### src/rtl/rx_engine_raw.sv
// rx_engine_raw
// Receive-side MAC engine between the GMII receive registers and the RX FIFO.
// It strips preamble/SFD, runs CRC-32 over every frame byte, holds back the
// last four bytes so the FCS never reaches the FIFO, and closes each frame
// with a status byte. It also counts good frames and dropped frames.
//
// Ports:
//   clk            GMII RX clock
//   reset          asynchronous active-high reset
//   jumboframes    1: max length 9018 (incl. FCS), 0: 1518
//   int_rx_din     GMII receive data
//   int_rx_dv      GMII data valid
//   int_rx_er      GMII receive error
//   rxff_full      RX FIFO full, no write may be issued while high
//   rxff_data      FIFO write data (frame byte or status byte)
//   rxff_sof       first word of a frame
//   rxff_eof       status word, last word of a frame
//   rxff_wren      FIFO write strobe
//   rx_count       frames closed with status 0
//   rx_drop_count  frames with bad status plus frames dropped unseen
//   debug          {rxff_full, state}
module rx_engine_raw (
  input  logic        clk,
  input  logic        reset,
  input  logic        jumboframes,
  input  logic [7:0]  int_rx_din,
  input  logic        int_rx_dv,
  input  logic        int_rx_er,
  input  logic        rxff_full,
  output logic [7:0]  rxff_data,
  output logic        rxff_sof,
  output logic        rxff_eof,
  output logic        rxff_wren,
  output logic [31:0] rx_count,
  output logic [31:0] rx_drop_count,
  output logic [3:0]  debug
);

  typedef enum logic [2:0] {
    ST_IDLE     = 3'd0,
    ST_PREAMBLE = 3'd1,
    ST_DATA     = 3'd2,
    ST_STATUS   = 3'd3,
    ST_DROP     = 3'd4
  } state_t;

  // Register value left behind after a frame whose FCS is correct.
  localparam logic [31:0] CRC_RESIDUE = 32'hDEBB20E3;

  state_t            state_q, state_d;
  logic              dvR_q, erR_q;
  logic [7:0]        dinR_q;
  logic [31:0]       crc_q, crc_d;
  logic [13:0]       byteCount_q, byteCount_d;
  logic [3:0][7:0]   hold_q, hold_d;
  logic              flagEr_q, flagEr_d;
  logic              flagOvf_q, flagOvf_d;
  logic              flagLong_q, flagLong_d;
  logic              sofPending_q, sofPending_d;
  logic              wren_q, wren_d;
  logic              sof_q, sof_d;
  logic              eof_q, eof_d;
  logic [7:0]        data_q, data_d;
  logic [31:0]       rxCount_q, rxCount_d;
  logic [31:0]       dropCount_q, dropCount_d;

  logic [13:0]       maxLen;
  logic [13:0]       countInc;
  logic              longNow;
  logic              writeDue;
  logic [7:0]        statusByte;

  // Reflected CRC-32 (poly 0x04C11DB7), one byte, LSB first, no inversion.
  function automatic logic [31:0] crcNext(input logic [31:0] c, input logic [7:0] b);
    logic [31:0] r;
    r = c ^ {24'h000000, b};
    for (int i = 0; i < 8; i++) begin
      r = r[0] ? ((r >> 1) ^ 32'hEDB88320) : (r >> 1);
    end
    return r;
  endfunction

  // Per-byte helper terms. The long check uses the updated count so that the
  // byte which pushes the frame over the limit already blocks its write.
  always_comb begin
    maxLen     = jumboframes ? 14'd9018 : 14'd1518;
    countInc   = (byteCount_q == 14'h3FFF) ? byteCount_q : byteCount_q + 14'd1;
    longNow    = flagLong_q | (countInc > maxLen);
    writeDue   = (byteCount_q >= 14'd4) && !flagOvf_q && !longNow;
    statusByte = {3'b000, flagOvf_q, flagLong_q, (byteCount_q < 14'd64),
                  flagEr_q, (crc_q != CRC_RESIDUE)};
  end

  // Next-state and output logic. FIFO strobes default low every cycle; frame
  // state is reset on every entry to ST_DATA so both SFD paths start clean.
  always_comb begin
    state_d      = state_q;
    crc_d        = crc_q;
    byteCount_d  = byteCount_q;
    hold_d       = hold_q;
    flagEr_d     = flagEr_q;
    flagOvf_d    = flagOvf_q;
    flagLong_d   = flagLong_q;
    sofPending_d = sofPending_q;
    wren_d       = 1'b0;
    sof_d        = 1'b0;
    eof_d        = 1'b0;
    data_d       = data_q;
    rxCount_d    = rxCount_q;
    dropCount_d  = dropCount_q;

    case (state_q)
      ST_IDLE, ST_PREAMBLE: begin
        if (!dvR_q) begin
          state_d = ST_IDLE;
        end else if (dinR_q == 8'h55) begin
          state_d = ST_PREAMBLE;
        end else if (dinR_q == 8'hD5) begin
          state_d      = ST_DATA;
          crc_d        = 32'hFFFFFFFF;
          byteCount_d  = '0;
          flagEr_d     = 1'b0;
          flagOvf_d    = 1'b0;
          flagLong_d   = 1'b0;
          sofPending_d = 1'b1;
        end else begin
          state_d     = ST_DROP;
          dropCount_d = dropCount_q + 32'd1;
        end
      end

      ST_DATA: begin
        if (dvR_q) begin
          crc_d       = crcNext(crc_q, dinR_q);
          byteCount_d = countInc;
          hold_d      = {hold_q[2:0], dinR_q};
          flagEr_d    = flagEr_q | erR_q;
          flagLong_d  = longNow;
          // hold_q[3] is the byte leaving the four-byte FCS holdback line.
          if (writeDue) begin
            if (rxff_full) begin
              flagOvf_d = 1'b1;
            end else begin
              wren_d       = 1'b1;
              data_d       = hold_q[3];
              sof_d        = sofPending_q;
              sofPending_d = 1'b0;
            end
          end
        end else begin
          state_d = ST_STATUS;
        end
      end

      ST_STATUS: begin
        // A frame that started while we waited here is lost; it is counted
        // as dropped on the way out.
        if (!rxff_full) begin
          wren_d       = 1'b1;
          eof_d        = 1'b1;
          sof_d        = sofPending_q;
          sofPending_d = 1'b0;
          data_d       = statusByte;
          rxCount_d    = rxCount_q + {31'd0, (statusByte == 8'h00)};
          dropCount_d  = dropCount_q + {31'd0, (statusByte != 8'h00)} + {31'd0, dvR_q};
          state_d      = dvR_q ? ST_DROP : ST_IDLE;
        end
      end

      ST_DROP: begin
        if (!dvR_q) begin
          state_d = ST_IDLE;
        end
      end

      default: begin
        state_d = ST_IDLE;
      end
    endcase
  end

  // GMII input stage plus all engine state. Reset drops any frame in flight.
  always_ff @(posedge clk or posedge reset) begin
    if (reset) begin
      dvR_q        <= 1'b0;
      dinR_q       <= 8'h00;
      erR_q        <= 1'b0;
      state_q      <= ST_IDLE;
      crc_q        <= 32'hFFFFFFFF;
      byteCount_q  <= '0;
      hold_q       <= '0;
      flagEr_q     <= 1'b0;
      flagOvf_q    <= 1'b0;
      flagLong_q   <= 1'b0;
      sofPending_q <= 1'b0;
      wren_q       <= 1'b0;
      sof_q        <= 1'b0;
      eof_q        <= 1'b0;
      data_q       <= 8'h00;
      rxCount_q    <= '0;
      dropCount_q  <= '0;
    end else begin
      dvR_q        <= int_rx_dv;
      dinR_q       <= int_rx_din;
      erR_q        <= int_rx_er;
      state_q      <= state_d;
      crc_q        <= crc_d;
      byteCount_q  <= byteCount_d;
      hold_q       <= hold_d;
      flagEr_q     <= flagEr_d;
      flagOvf_q    <= flagOvf_d;
      flagLong_q   <= flagLong_d;
      sofPending_q <= sofPending_d;
      wren_q       <= wren_d;
      sof_q        <= sof_d;
      eof_q        <= eof_d;
      data_q       <= data_d;
      rxCount_q    <= rxCount_d;
      dropCount_q  <= dropCount_d;
    end
  end

  assign rxff_data     = data_q;
  assign rxff_sof      = sof_q;
  assign rxff_eof      = eof_q;
  assign rxff_wren     = wren_q;
  assign rx_count      = rxCount_q;
  assign rx_drop_count = dropCount_q;
  assign debug         = {rxff_full, state_q};

endmodule

### config.mk
export PLATFORM = sky130hd
export DESIGN_NAME = rx_engine_raw
export DESIGN_NICKNAME = d
export VERILOG_FILES = /design/src/rtl/rx_engine_raw.sv
export SDC_FILE = /design/constraint.sdc
export NUM_CORES = 1
export LEC_CHECK = 0
export CAP_MARGIN = 20
export CORE_UTILIZATION = 35
export CTS_BUF_LIST = sky130_fd_sc_hd__clkbuf_4
export DETAILED_ROUTE_END_ITERATION = 16
export GPL_TIMING_DRIVEN = 0
export PLACE_DENSITY = 0.55
export SLEW_MARGIN = 10
export SYNTH_ARGS = -nofsm -noshare
export SYNTH_HDL_FRONTEND = slang
export SYNTH_SLANG_ARGS = --single-unit
### constraint.sdc
create_clock -name clk -period 8.5 [get_ports clk]
set_clock_uncertainty 0.05 [all_clocks]
set_input_delay 2.125 -clock clk [delete_from_list [all_inputs] [get_ports clk]]
set_output_delay 2.125 -clock clk [all_outputs]
set_load 0.05 [all_outputs]
==> impl_metrics.tcl <==
set metrics [dict create \
    outcome "complete, no violations" \
    r2r_setup_slack_ns 4.20 \
    fin_hold_ws_ns 0.428 \
    final_antenna_net_count 0 \
    synth_xor_area_frac 0.151 \
    cts_buffer_depth 2 \
    synth_cell_type_count 62 \
    synth-main-ff-cell "dfrtp_1" \
    setup_viol_count_final 0 \
    io_pins 93 \
    async_flop_share 1.00 \
    synth_warnings 0 \
    core_region_area_mm2 0.0228 \
    total_power_w 0.00181 \
    p_per_area_mw_per_mm2 184 \
    drc 0 \
    synthCells 807 \
    grt_setup_unrepaired "false" \
    htreeDepth 4 \
    leakage_nw 4.37 \
    cp-start-kind "input pin" \
    max_freq_mhz 172 \
    wl_um 18800 \
    critical_path_class "input pin to output port" \
    fin_area_mm2 0.00987 \
    io_buffer_count 92 \
    synth_edf_count 0 \
    cp_common_cell "clkdlybuf4s50_1" \
    synth_top_family_by_area "simple AND/OR/NAND/NOR gates" \
    cp_max_fo 5 \
    fin_nets 947 \
    grt_pass1_wl_um 31300 \
    worst_path_max_delay_cell "clkdlybuf4s50_1" \
    placed_cell_area_mm2 0.00955 \
    maxCapViolations 0 \
    slew_headroom 0.310 \
    place_hpwl_um 13500 \
    area_delta_synth_final_pct 20.3 \
    fp.dieArea_mm2 0.0241 \
    avgSynthCellArea_um2 10.2 \
    finalCriticalPeriod_ns 5.82 \
    overflow 0 \
    tightest_slew_ns 1.03 \
    place_congestion 0.784 \
    synth_fa_ha_area_frac 0.0223 \
    yosys.area.top_type "dfrtp_1" \
    vias 5931 \
    cts_hold_buf 0 \
    synth-seq-area-share 0.523 \
    vdd_drop_max_mv 0.100 \
    critPathCaptureType "output port" \
    drv_slew 0 \
    cts_inserted_buffers 17 \
    cts_tree "done" \
    synthSimpleGateAreaFrac 0.194 \
    synthesis.nets 835 \
    cts_root_buffer "clkbuf_4" \
    synth_area_mm2 0.00820 \
    drt_iter0_drc 219 \
    setup_tns_ns 0 \
    via_per_inst 4.76 \
    synth-compound-area-share 0.0700 \
    arrival_ns 3.65 \
    synth.area.mux_share 0.0163 \
    synth.most_common_cell "nand2_1" \
    path_clk_slew_ns 0.13 \
    antenna_found_initial 1 \
    ys_ff_latch 170 \
    grt_usage 0.166 \
    start_util 0.360 \
    clk_latency_ns 0.57 \
    rows 55 \
    synth_top_area_frac 0.421 \
    path_cells "clkdlybuf4s50_1, buf_4, clkdlybuf4s50_1" \
    hold_viol 0 \
    hp-class "register to register" \
    cp_slowest_stage_delay_ns 0.78 \
    grt_pass1_vias 5806 \
    postCtsSetupBuffers 0 \
    finalCritPeriodShare 0.685 \
    synth_top_cells_by_count "nand2_1 (157), dfrtp_1 (138), xnor2_1 (106)" \
    cts_resized 0 \
    worstPathRequired_ns 6.33 \
    dr.pass1.iters 4 \
    wl_per_cell_um 15.1 \
    layout-drive-gt1-share 0.0966 \
    dieHeight_um 155 \
    cts.sinks 170 \
    synthTopCellsByArea "dfrtp_1 (42%), xnor2_1 (11%), dfstp_2 (10%)" \
    die_w_um 155 \
    grt_max_degree 112 \
]
routing by layer:
layer  GRT usage  up-vias  wire, um  share of wire
met5           0        -         0              0
met4      0.0580        0       246          0.013
met3      0.0251       15       543          0.029
met2       0.253      108      8410           0.45
met1       0.239     2862      9620           0.51
li1            -     2946         -              -
layout by cell type, fill, tap and decap left out, types with 31 or more instances in the layout:
master	Yosys	final
a21oi_1	44	44
clkdlybuf4s50_1	0	92
nor2_1	65	65
xnor2_1	106	106
nand2_1	157	157
xor2_1	35	35
nand3_1	31	31
dfstp_2	32	32
dfrtp_1	138	138
critical path: cells and delay by family:
kind                   cells  cell delay, ns
buffers and inverters      3            1.52
final timing paths:
kind                                            start                             to  cells after the start
setup / recovery                            rxff_full                       debug[3]                      3
hold / removal               rx_count[31]$_DFFE_PP0P_       rx_count[31]$_DFFE_PP0P_                      1
setup reg to reg           byteCount_q[0]$_DFFE_PP0P_       rxff_data[3]$_DFFE_PP0P_                     15
hold reg to reg              rx_count[31]$_DFFE_PP0P_       rx_count[31]$_DFFE_PP0P_                      1
max in group asynchronous                       reset          crc_q[14]$_DFFE_PP1P_                      3
min in group asynchronous                       reset  rx_drop_count[15]$_DFFE_PP0P_                      2
cells by family (layout without fill, tap and decap cells):
kind of cell               Yosys count  after routing
and+or+nand+nor                    335            335
DFF                                170            170
other                                0              1
xor gates and xnor gates           141            141
buffers and inverters               45            170
AOI/OAI and AO/OA                   91             91
adders and majority gates           14             14
muxes                               11             11
registers in the layout, indices dropped and copies added (netlist names), 3 cells and up:
signal         cells
crc_q             32
state_q            3
rx_drop_count     32
byteCount_q       14
rx_count          32
hold_q            32
rxff_data          8
dinR_q             8
through the flow:
step	util	instances	setup slack [ns]
after floorplan	-	807	1.77
after global placement	0.418	1212	-0.800
after detailed placement	0.419	1213	2.68
after CTS	0.433	1245	2.67
after global routing	0.433	1246	2.64
final	0.433	1246	2.68
area by class of cell:
class	count	area, um2
Clock inverter	15	186
Sequential cell	170	4290
Fill cell	2229	12900
Antenna cell	1	2.50
Buffer	27	121
Inverter	18	75.1
Clock buffer	17	128
Multi-Input combinational cell	592	3720
Tap cell	313	392
Timing Repair Buffer	93	948
power breakdown:
group,switching (W),internal (W)
registers,0.0000451,0.000860
logic,0.000225,0.000165
clock network,0.000306,0.000211
Power figures use the tool's default switching activity.
